**config.mk**
```make
export PLATFORM = sky130hd
export DESIGN_NAME = uart_fifo_bridge_flat
export DESIGN_NICKNAME = d
export VERILOG_FILES = /design/src/rtl/uart_fifo_bridge_if.sv /design/src/rtl/uart_fifo_bridge.sv /design/src/flat_wrapper.sv
export SDC_FILE = /design/constraint.sdc
export NUM_CORES = 1
export LEC_CHECK = 0
export BUFFER_PORTS_ARGS = -buffer_cell sky130_fd_sc_hd__buf_2
export CORE_MARGIN = 2
export CORE_UTILIZATION = 65
export CTS_BUF_LIST = sky130_fd_sc_hd__clkbuf_8
export CTS_CLUSTER_DIAMETER = 60
export CTS_CLUSTER_SIZE = 20
export DETAILED_ROUTE_END_ITERATION = 8
export HOLD_SLACK_MARGIN = 0.06
export PLACE_DENSITY = 0.93
export SETUP_SLACK_MARGIN = 0.15
export SLEW_MARGIN = 30
export SYNTH_ARGS = -nofsm -noshare
export SYNTH_HDL_FRONTEND = slang
export SYNTH_SLANG_ARGS = --single-unit
export TNS_END_PERCENT = 10
```
**constraint.sdc**
```tcl
create_clock -name clk -period 9.1 [get_ports clk]
set_clock_uncertainty 0.05 [all_clocks]
set_input_delay 1.82 -clock clk [delete_from_list [all_inputs] [get_ports clk]]
set_output_delay 1.82 -clock clk [all_outputs]
set_load 0.01 [all_outputs]
```
**src/rtl/uart_fifo_bridge_if.sv**
```systemverilog
// Signal bundle between the CPU register bus, the bridge and the uartx2 byte port.
// The slave modport is the bridge's view; master is the environment driving it.
interface uart_fifo_bridge_if #(
  parameter int DEPTH_LOG2 = 4
);
  logic                  cpu_wr;
  logic [7:0]            cpu_wr_data;
  logic                  cpu_rd;
  logic [7:0]            cpu_rd_data;
  logic [4:0]            cpu_rd_status;
  logic                  tx_full;
  logic [DEPTH_LOG2:0]   tx_count;
  logic                  rx_empty;
  logic [DEPTH_LOG2:0]   rx_count;
  logic                  tx_overflow;
  logic                  rx_underflow;
  logic                  clr_errors;

  // Handshake: cpu_wr/cpu_rd are single-cycle requests accepted only when the
  // FIFO has room/data; uart_write_tx fires only after uart_tx_empty was seen
  // high, uart_read_rx only after uart_rx_valid was seen high, and both are
  // exactly one cycle wide with at least two idle cycles between pulses.
  logic [7:0]            uart_txdata;
  logic                  uart_write_tx;
  logic                  uart_tx_empty;
  logic [7:0]            uart_rxdata;
  logic                  uart_rx_valid;
  logic [7:0]            uart_status;
  logic                  uart_read_rx;

  modport slave (
    input  cpu_wr, cpu_wr_data, cpu_rd, clr_errors,
    input  uart_tx_empty, uart_rxdata, uart_rx_valid, uart_status,
    output cpu_rd_data, cpu_rd_status, tx_full, tx_count, rx_empty, rx_count,
    output tx_overflow, rx_underflow, uart_txdata, uart_write_tx, uart_read_rx
  );

  modport master (
    output cpu_wr, cpu_wr_data, cpu_rd, clr_errors,
    output uart_tx_empty, uart_rxdata, uart_rx_valid, uart_status,
    input  cpu_rd_data, cpu_rd_status, tx_full, tx_count, rx_empty, rx_count,
    input  tx_overflow, rx_underflow, uart_txdata, uart_write_tx, uart_read_rx
  );
endinterface

```
**src/rtl/uart_fifo_bridge.sv**
```systemverilog
// TX/RX byte FIFOs between the CPU bus and uartx2, each with a small strobe FSM
// that paces uart_write_tx / uart_read_rx to the UART's one-cycle status lag.
module uart_fifo_bridge #(
  parameter int DEPTH_LOG2 = 4
) (
  input  logic                  clk,
  input  logic                  reset,
  uart_fifo_bridge_if.slave     bus,
  output logic [1:0]            tx_fsm_state,
  output logic [1:0]            rx_fsm_state
);

  localparam int DEPTH = 1 << DEPTH_LOG2;
  localparam logic [DEPTH_LOG2:0]   FULL_CNT = (DEPTH_LOG2+1)'(DEPTH);
  localparam logic [DEPTH_LOG2:0]   CNT_ONE  = (DEPTH_LOG2+1)'(1);
  localparam logic [DEPTH_LOG2-1:0] PTR_ONE  = DEPTH_LOG2'(1);

  typedef enum logic [1:0] {
    ST_IDLE = 2'd0,
    ST_ACK  = 2'd1,
    ST_WAIT = 2'd2
  } state_e;

  // ---------------- TX path ----------------
  logic [7:0]            tx_mem [DEPTH];
  logic [DEPTH_LOG2-1:0] tx_wr_ptr, tx_rd_ptr;
  logic [DEPTH_LOG2:0]   tx_cnt;
  logic                  tx_push, tx_pop, tx_launch;
  logic                  tx_ovf;
  logic                  write_strobe;
  logic [7:0]            tx_byte;
  state_e                tx_state, tx_state_next;

  assign tx_push = bus.cpu_wr && (tx_cnt != FULL_CNT);
  assign tx_pop  = tx_launch;

  always_comb begin
    tx_state_next = tx_state;
    tx_launch     = 1'b0;
    case (tx_state)
      ST_IDLE: begin
        if ((tx_cnt != '0) && bus.uart_tx_empty) begin
          tx_launch     = 1'b1;
          tx_state_next = ST_ACK;
        end
      end
      ST_ACK:  tx_state_next = ST_WAIT;
      ST_WAIT: tx_state_next = ST_IDLE;
      default: tx_state_next = ST_IDLE;
    endcase
  end

  always_ff @(posedge clk) begin
    if (tx_push) tx_mem[tx_wr_ptr] <= bus.cpu_wr_data;
  end

  always_ff @(posedge clk) begin
    if (reset) begin
      tx_state     <= ST_IDLE;
      tx_wr_ptr    <= '0;
      tx_rd_ptr    <= '0;
      tx_cnt       <= '0;
      tx_ovf       <= 1'b0;
      write_strobe <= 1'b0;
      tx_byte      <= '0;
    end else begin
      tx_state     <= tx_state_next;
      write_strobe <= tx_launch;
      if (tx_launch) tx_byte <= tx_mem[tx_rd_ptr];
      if (tx_push)   tx_wr_ptr <= tx_wr_ptr + PTR_ONE;
      if (tx_pop)    tx_rd_ptr <= tx_rd_ptr + PTR_ONE;
      case ({tx_push, tx_pop})
        2'b10:   tx_cnt <= tx_cnt + CNT_ONE;
        2'b01:   tx_cnt <= tx_cnt - CNT_ONE;
        default: ;
      endcase
      // A fresh error outranks a same-cycle clear.
      if (bus.cpu_wr && (tx_cnt == FULL_CNT)) tx_ovf <= 1'b1;
      else if (bus.clr_errors)                tx_ovf <= 1'b0;
    end
  end

  // ---------------- RX path ----------------
  logic [12:0]           rx_mem [DEPTH];
  logic [DEPTH_LOG2-1:0] rx_wr_ptr, rx_rd_ptr;
  logic [DEPTH_LOG2:0]   rx_cnt;
  logic                  rx_push, rx_pop, rx_capture;
  logic                  rx_udf;
  logic                  read_strobe;
  logic [12:0]           rx_head;
  logic                  status_unused;
  state_e                rx_state, rx_state_next;

  assign rx_push       = rx_capture;
  assign rx_pop        = bus.cpu_rd && (rx_cnt != '0);
  assign rx_head       = rx_mem[rx_rd_ptr];
  assign status_unused = ^{bus.uart_status[7], bus.uart_status[1:0]};

  // Full check uses the pre-pop count, so a byte is never captured in the
  // same cycle the CPU frees the last slot.
  always_comb begin
    rx_state_next = rx_state;
    rx_capture    = 1'b0;
    case (rx_state)
      ST_IDLE: begin
        if (bus.uart_rx_valid && (rx_cnt != FULL_CNT)) begin
          rx_capture    = 1'b1;
          rx_state_next = ST_ACK;
        end
      end
      ST_ACK:  rx_state_next = ST_WAIT;
      ST_WAIT: rx_state_next = ST_IDLE;
      default: rx_state_next = ST_IDLE;
    endcase
  end

  always_ff @(posedge clk) begin
    if (rx_push) rx_mem[rx_wr_ptr] <= {bus.uart_status[6:2], bus.uart_rxdata};
  end

  always_ff @(posedge clk) begin
    if (reset) begin
      rx_state    <= ST_IDLE;
      rx_wr_ptr   <= '0;
      rx_rd_ptr   <= '0;
      rx_cnt      <= '0;
      rx_udf      <= 1'b0;
      read_strobe <= 1'b0;
    end else begin
      rx_state    <= rx_state_next;
      read_strobe <= rx_capture;
      if (rx_push) rx_wr_ptr <= rx_wr_ptr + PTR_ONE;
      if (rx_pop)  rx_rd_ptr <= rx_rd_ptr + PTR_ONE;
      case ({rx_push, rx_pop})
        2'b10:   rx_cnt <= rx_cnt + CNT_ONE;
        2'b01:   rx_cnt <= rx_cnt - CNT_ONE;
        default: ;
      endcase
      if (bus.cpu_rd && (rx_cnt == '0)) rx_udf <= 1'b1;
      else if (bus.clr_errors)          rx_udf <= 1'b0;
    end
  end

  // ---------------- outputs ----------------
  assign bus.tx_count      = tx_cnt;
  assign bus.tx_full       = (tx_cnt == FULL_CNT);
  assign bus.tx_overflow   = tx_ovf;
  assign bus.uart_txdata   = tx_byte;
  assign bus.uart_write_tx = write_strobe;
  assign bus.rx_count      = rx_cnt;
  assign bus.rx_empty      = (rx_cnt == '0);
  assign bus.rx_underflow  = rx_udf;
  assign bus.uart_read_rx  = read_strobe;
  assign bus.cpu_rd_data   = rx_head[7:0];
  assign bus.cpu_rd_status = rx_head[12:8];
  assign tx_fsm_state      = tx_state;
  assign rx_fsm_state      = rx_state;

endmodule

```
**src/flat_wrapper.sv**
```systemverilog
// flat-port wrapper written by rule: the top's interface ports become plain ports
module uart_fifo_bridge_flat 
#(
  parameter int DEPTH_LOG2 = 4
)
  (clk, reset, tx_fsm_state, rx_fsm_state, bus_cpu_wr, bus_cpu_wr_data, bus_cpu_rd, bus_clr_errors, bus_uart_tx_empty, bus_uart_rxdata, bus_uart_rx_valid, bus_uart_status, bus_cpu_rd_data, bus_cpu_rd_status, bus_tx_full, bus_tx_count, bus_rx_empty, bus_rx_count, bus_tx_overflow, bus_rx_underflow, bus_uart_txdata, bus_uart_write_tx, bus_uart_read_rx);
  uart_fifo_bridge_if #(.DEPTH_LOG2(DEPTH_LOG2)) bus_i ();
  input  logic clk;
  input  logic reset;
  output logic [1:0] tx_fsm_state;
  output logic [1:0] rx_fsm_state;
  input wire logic [$bits(bus_i.cpu_wr)-1:0] bus_cpu_wr;
  input wire logic [$bits(bus_i.cpu_wr_data)-1:0] bus_cpu_wr_data;
  input wire logic [$bits(bus_i.cpu_rd)-1:0] bus_cpu_rd;
  input wire logic [$bits(bus_i.clr_errors)-1:0] bus_clr_errors;
  input wire logic [$bits(bus_i.uart_tx_empty)-1:0] bus_uart_tx_empty;
  input wire logic [$bits(bus_i.uart_rxdata)-1:0] bus_uart_rxdata;
  input wire logic [$bits(bus_i.uart_rx_valid)-1:0] bus_uart_rx_valid;
  input wire logic [$bits(bus_i.uart_status)-1:0] bus_uart_status;
  output wire logic [$bits(bus_i.cpu_rd_data)-1:0] bus_cpu_rd_data;
  output wire logic [$bits(bus_i.cpu_rd_status)-1:0] bus_cpu_rd_status;
  output wire logic [$bits(bus_i.tx_full)-1:0] bus_tx_full;
  output wire logic [$bits(bus_i.tx_count)-1:0] bus_tx_count;
  output wire logic [$bits(bus_i.rx_empty)-1:0] bus_rx_empty;
  output wire logic [$bits(bus_i.rx_count)-1:0] bus_rx_count;
  output wire logic [$bits(bus_i.tx_overflow)-1:0] bus_tx_overflow;
  output wire logic [$bits(bus_i.rx_underflow)-1:0] bus_rx_underflow;
  output wire logic [$bits(bus_i.uart_txdata)-1:0] bus_uart_txdata;
  output wire logic [$bits(bus_i.uart_write_tx)-1:0] bus_uart_write_tx;
  output wire logic [$bits(bus_i.uart_read_rx)-1:0] bus_uart_read_rx;
  assign bus_i.cpu_wr = bus_cpu_wr;
  assign bus_i.cpu_wr_data = bus_cpu_wr_data;
  assign bus_i.cpu_rd = bus_cpu_rd;
  assign bus_i.clr_errors = bus_clr_errors;
  assign bus_i.uart_tx_empty = bus_uart_tx_empty;
  assign bus_i.uart_rxdata = bus_uart_rxdata;
  assign bus_i.uart_rx_valid = bus_uart_rx_valid;
  assign bus_i.uart_status = bus_uart_status;
  assign bus_cpu_rd_data = bus_i.cpu_rd_data;
  assign bus_cpu_rd_status = bus_i.cpu_rd_status;
  assign bus_tx_full = bus_i.tx_full;
  assign bus_tx_count = bus_i.tx_count;
  assign bus_rx_empty = bus_i.rx_empty;
  assign bus_rx_count = bus_i.rx_count;
  assign bus_tx_overflow = bus_i.tx_overflow;
  assign bus_rx_underflow = bus_i.rx_underflow;
  assign bus_uart_txdata = bus_i.uart_txdata;
  assign bus_uart_write_tx = bus_i.uart_write_tx;
  assign bus_uart_read_rx = bus_i.uart_read_rx;
  uart_fifo_bridge #(.DEPTH_LOG2(DEPTH_LOG2)) u_core (.clk(clk), .reset(reset), .bus(bus_i), .tx_fsm_state(tx_fsm_state), .rx_fsm_state(rx_fsm_state));
endmodule
```
# After elaboration in Yosys (flattened, before gate mapping)
# Memories as Yosys holds them, arrays and structs flattened. A register that Yosys moved wholly into a read port is not among the register bits.
# Index checks and enable logic that the tools add are counted.
[totals]
reg_bits = 34
ram_bits = 336
in_bits = 31
output_inout_bits = 41
memories = 2
[mem_list]
columns = ["name", "words", "word_bits", "read_ports", "rd_clocked_by_memory_dff", "write_ports", "line_no", "rtl"]
rows = [
  ["u_core.rx_mem", 16, 13, 1, 1, 1, "uart_fifo_bridge.sv:84", "logic [12:0] rx_mem [DEPTH];"],
  ["u_core.tx_mem", 16, 8, 1, 1, 1, "uart_fifo_bridge.sv:25", "logic [7:0] tx_mem [DEPTH];"],
]
[classes]
addsub = 8
eq_ne = 11
mux = 19
n_reduce_logical = 15
[ops]
columns = ["operator", "count"]
rows = [
  ["$pmux 5 s2", 2],
  ["$add 4x1->4 const B", 4],
  ["$mux 1", 11],
  ["$add 5x1->5 const B", 2],
  ["$ne 5x5->1 const B", 2],
  ["$reduce_bool 5->1", 2],
  ["$sub 5x1->5 const B", 2],
  ["$eq 2x1->1 const B", 4],
  ["$mux 4", 2],
  ["$pmux 2 s2", 2],
  ["$reduce_bool 2->1", 4],
  ["$logic_and 1x1->1", 6],
  ["$eq 5x5->1 const B", 1],
  ["$logic_not 5->1", 1],
  ["$eq 2x2->1 const B", 2],
  ["$logic_not 2->1", 2],
  ["$mux 2", 2],
  ["$ne 2x1->1 const B", 2],
]

# Longest topological paths before layout
[depth]
depth_word = 6
depth_mapped = 13

# Worst setup path after synthesis
# No wires, ideal clock.
[synth_path]
kind = "input -> register"
from = "input port bus_uart_tx_empty"
to = "register u_core.tx_cnt[4] (netlist: u_core.bus.tx_count[4])"
t_arrival_ns = 4.251
required_time_ns = 8.929
setup_slack_ns = 4.678
path_stages = 11
cell_sequence = "nor3b_1 -> a21boi_2 -> buf_2 -> ha_1 -> clkbuf_1 -> xor2_1 -> ha_1 -> or3b_2 -> a21oi_1 -> o21ai_1 -> mux2_2"
[synth_between]
elab_chain_len = 5
elab_cells_between_ends = 7
[synth_rtl]
columns = ["element", "line_no", "rtl"]
rows = [
  ["start, declared", "flat_wrapper.sv:16", "input wire logic [$bits(bus_i.uart_tx_empty)-1:0] bus_uart_tx_empty;"],
  ["$logic_and 1x1->1 *", "uart_fifo_bridge.sv:42", "if ((tx_cnt != '0) && bus.uart_tx_empty) begin"],
  ["$mux 1 *", "uart_fifo_bridge.sv:42", ""],
  ["$mux 1 *", "uart_fifo_bridge.sv:40", "case (tx_state)"],
  ["named net u_core.tx_launch", "uart_fifo_bridge.sv:28", "logic tx_push, tx_pop, tx_launch;"],
  ["$eq 2x1->1 / $eq 2x2->1 (equally long branches)", "uart_fifo_bridge.sv:72", "case ({tx_push, tx_pop})"],
  ["$pmux 5 s2 / $reduce_bool 2->1 (equally long branches)", "n/a", ""],
  ["end signal, assigned", "uart_fifo_bridge.sv:73", "2'b10: tx_cnt <= tx_cnt + CNT_ONE;"],
  ["end signal, assigned", "uart_fifo_bridge.sv:74", "2'b01: tx_cnt <= tx_cnt - CNT_ONE;"],
  ["end, declared", "uart_fifo_bridge.sv:27", "logic [DEPTH_LOG2:0] tx_cnt;"],
]
# The timed path passes the listed nets; every way through them passes the cells marked *.
# A chain may end at the register's enable or synchronous reset.

==> run_results.csv <==
group,metric,value,unit
finish,fill_cells,1248,
clocking,clk_latency,0.57,ns
global_routing,overflow,0,
power_and_ir_drop,p_leak,5.31,nW
placed_design,portBuffers,68,
critical_path,cp_max_fo,32,
drt,drt_drc_violations_left,0,
power_and_ir_drop,clkPwrFrac,21.6,%
hold_path,holdCritPathClass,"reg2reg",
clocking,htreeDepth,1,
placed_design,place.gp.congestion,0.808,
synth,syn_inst,790,
finish,seqCellArea,11000,µm²
floorplanning,core_area,22700,µm²
clocking,cts.repair.resized,0,
critical_path,crit_path_start_kind,"register",
synth,synth_cell_types,54,
timing,hold_viol,0,
synth,synth_ff_type,"edfxtp_1",
synth,syn-num-nets,838,
drt,wl_per_cell,26.4,µm
synth,synth_top_area_share,66.7,%
synth,synth_top_area_cell,"edfxtp_1",
finish,antenna_cells,0,
timing,hold_slack,0.407,ns
critical_path,critPathArrivalTime,2.81,ns
global_routing,grtUsageMet1,34.6,%
finish,final_cells,1159,
global_routing,grt_pass1_vias,7672,
synth,synth-seq-cells,382,
timing,finalCritPeriodShare,51.4,%
floorplanning,dieHeight,157,µm
synth,yosys-top-cells-area,"edfxtp_1 (67%), mux4_2 (14%), dfxtp_1 (6.1%), nor2_1 (1.7%), ha_1 (1.4%)",
critical_path,crit_type,"reg2out",
floorplanning,die_w,157,µm
placed_design,numPlacedInstances,1114,
timing,rsz0062_at_grt,"no",
global_routing,antenna_found_initial,0,
power_and_ir_drop,power_switching,1.10,mW
power_and_ir_drop,pwr-share-seq,55.0,%
synth,synth_edf_count,336,
floorplanning,die_area,24500,µm²
global_routing,use_met3,3.54,%
job,maxCapViolations,0,
timing,relSlewSlack,31.7,%
clocking,clk_pin_slew,0.11,ns
global_routing,grt_pass1_wl,46300,µm
timing,timing.fmax,0.214,GHz
clocking,hold_buffers,0,
global_routing,grtUsageMet2,45.3,%
finish,drive_gt1_share,27.3,%
synth,yosysWarningCount,0,
floorplanning,start_util,66.6,%
timing,tightest_slew,1.02,ns
finish,nets,904,
power_and_ir_drop,powerDensity,235,nW/µm²
finish,area_delta_synth_final,7.66,%
timing,drv_slew,0,
drt,firstDrtPassIters,5,
clocking,cts_buffer_depth,3,
drt,drtAntennaViolNets,0,
drt,drt-total-wl,30600,µm
power_and_ir_drop,internal-power,2.73,mW
drt,dr.first_iter.drc_count,750,
clocking,cts_root_buffer,"clkbuf_8",
timing,period_needed,4.68,ns
timing,setup_tns,0,ns
drt,vias_per_cell,6.63,
synth,avgSynthCellArea,19.1,µm²
global_routing,grtUsageTotal,25.8,%
clocking,cts_buffers,25,
synth,syn_area,15100,µm²
finish,final_common_cell,"edfxtp_1",
finish,layout_common_cells,"edfxtp_1 (336), mux4_2 (93), buf_2 (68), nor2_1 (59), dfxtp_1 (42)",
floorplanning,design.portCount,72,
power_and_ir_drop,p_comb_share,23.4,%
placed_design,dp_hpwl,18700,µm
global_routing,grt_busiest_layer,"met2",
floorplanning,rows,55,
global_routing,grt_max_degree,53,
drt,vias,7687,
critical_path,critPathRequiredTime,7.23,ns
synth,async_reset_ff_share,0,%
critical_path,crit_path_end_kind,"output port",
synth,ys_seq_area_share,72.8,%
run_status,status,"finished clean",
timing,setup_viol,0,
clocking,cts_tree,"done",
clocking,clock_sinks,382,
power_and_ir_drop,swShare,28.7,%
finish,multi_input_area,3890,µm²
clocking,post_cts_buffers,0,
power_and_ir_drop,ir_worst_vdd,0.256,mV
-- kinds of logic after synthesis --
| kind of cell | synth area share [%] |
|---|---|
| mux | 15.3 |
| flops | 72.8 |
| buf+inv | 1.82 |
| fa+ha+maj | 1.41 |
| xor+xnor | 1.04 |
| simple gates | 4.65 |
| compound gates | 2.94 |
-- metal layers --
metal | share of wire, % | vias to the layer above
met2 | 53 | 431
met3 | 7.5 | 74
li1 | - | 3286
met1 | 37 | 3896
met4 | 2.6 | 0
met5 | 0 | -
-- power by group through the flow --
| stage | Sequential, mW | Combinational [mW] | Clock [mW] |
|---|---|---|---|
| after CTS | 2.10 | 0.895 | 0.833 |
| after global routing | 2.12 | 0.964 | 0.890 |
| after detailed placement | 2.14 | 0.885 | 0 |
| after global placement | 2.15 | 0.811 | 0 |
| after floorplan | 2.11 | 0.651 | 0 |
| final | 2.10 | 0.894 | 0.825 |
-- path summary, 6_finish.rpt --
| path | start | end | slack [ns] | depth (start not counted) |
|---|---|---|---|---|
| worst max-delay path | register | bus_cpu_rd_status[3] | 4.42 | 4 |
| worst min register to register | u_core.rx_fsm_state[1] | u_core.rx_fsm_state[1] | 0.41 | 1 |
| worst max register to register | u_core.bus.rx_count[1] | u_core.bus.rx_count[4] | 5.88 | 9 |
| worst min-delay path | u_core.rx_fsm_state[1] | u_core.rx_fsm_state[1] | 0.41 | 1 |
-- synth_stat cells, types with 4 or more instances --
master	instances
a21oi_1	11
a221oi_1	6
a22oi_1	4
and2_1	6
and3_1	4
buf_2	10
buf_4	7
clkbuf_1	25
dfxtp_1	46
edfxtp_1	336
ha_1	17
inv_1	11
mux2i_1	20
mux4_2	93
nand2_1	13
nand2b_1	6
nor2_1	67
nor2b_1	13
nor3_1	10
nor3b_1	4
o211ai_1	6
o21bai_1	6
o22ai_1	4
or3_1	4
xnor2_1	4
xor2_1	14
-- layout make-up --
class | instances | area share, %
Inverter | 11 | 0.254
Tap cell | 285 | 2.19
Clock buffer | 25 | 2.11
Timing Repair Buffer | 85 | 3.00
Clock inverter | 20 | 0.853
Multi-Input combinational cell | 351 | 23.9
Sequential cell | 382 | 67.7
-- metrics by stage --
step	area, µm²	util (%)	worst slack (ns)	power, mW
floorplan	15100	-	4.68	2.76
global placement	15800	69.4	4.76	2.96
detailed placement	15800	69.5	4.63	3.03
CTS	16300	71.6	4.37	3.83
global route	16300	71.7	4.29	3.97
finish	16300	71.7	4.42	3.82
-- sequential cells by signal, indices dropped and copies added (netlist names), 4 cells and up, named ones only --
| name | count |
|---|---|
| u_core.tx_wr_ptr | 4 |
| u_core.rx_wr_ptr | 4 |
| u_core.rx_rd_ptr | 4 |
| u_core.bus.tx_count | 5 |
| u_core.rx_mem | 208 |
| u_core.bus.uart_txdata | 8 |
| u_core.tx_rd_ptr | 4 |
| u_core.bus.rx_count | 5 |
| u_core.tx_mem | 128 |
-- critical path: stages, from the launching register on --
cell     delay (ns)
dfxtp_4        0.66
buf_16         0.31
mux4_2         0.59
mux4_2         0.50
buf_2          0.16
No activity file was read; power rests on OpenSTA's default activity.
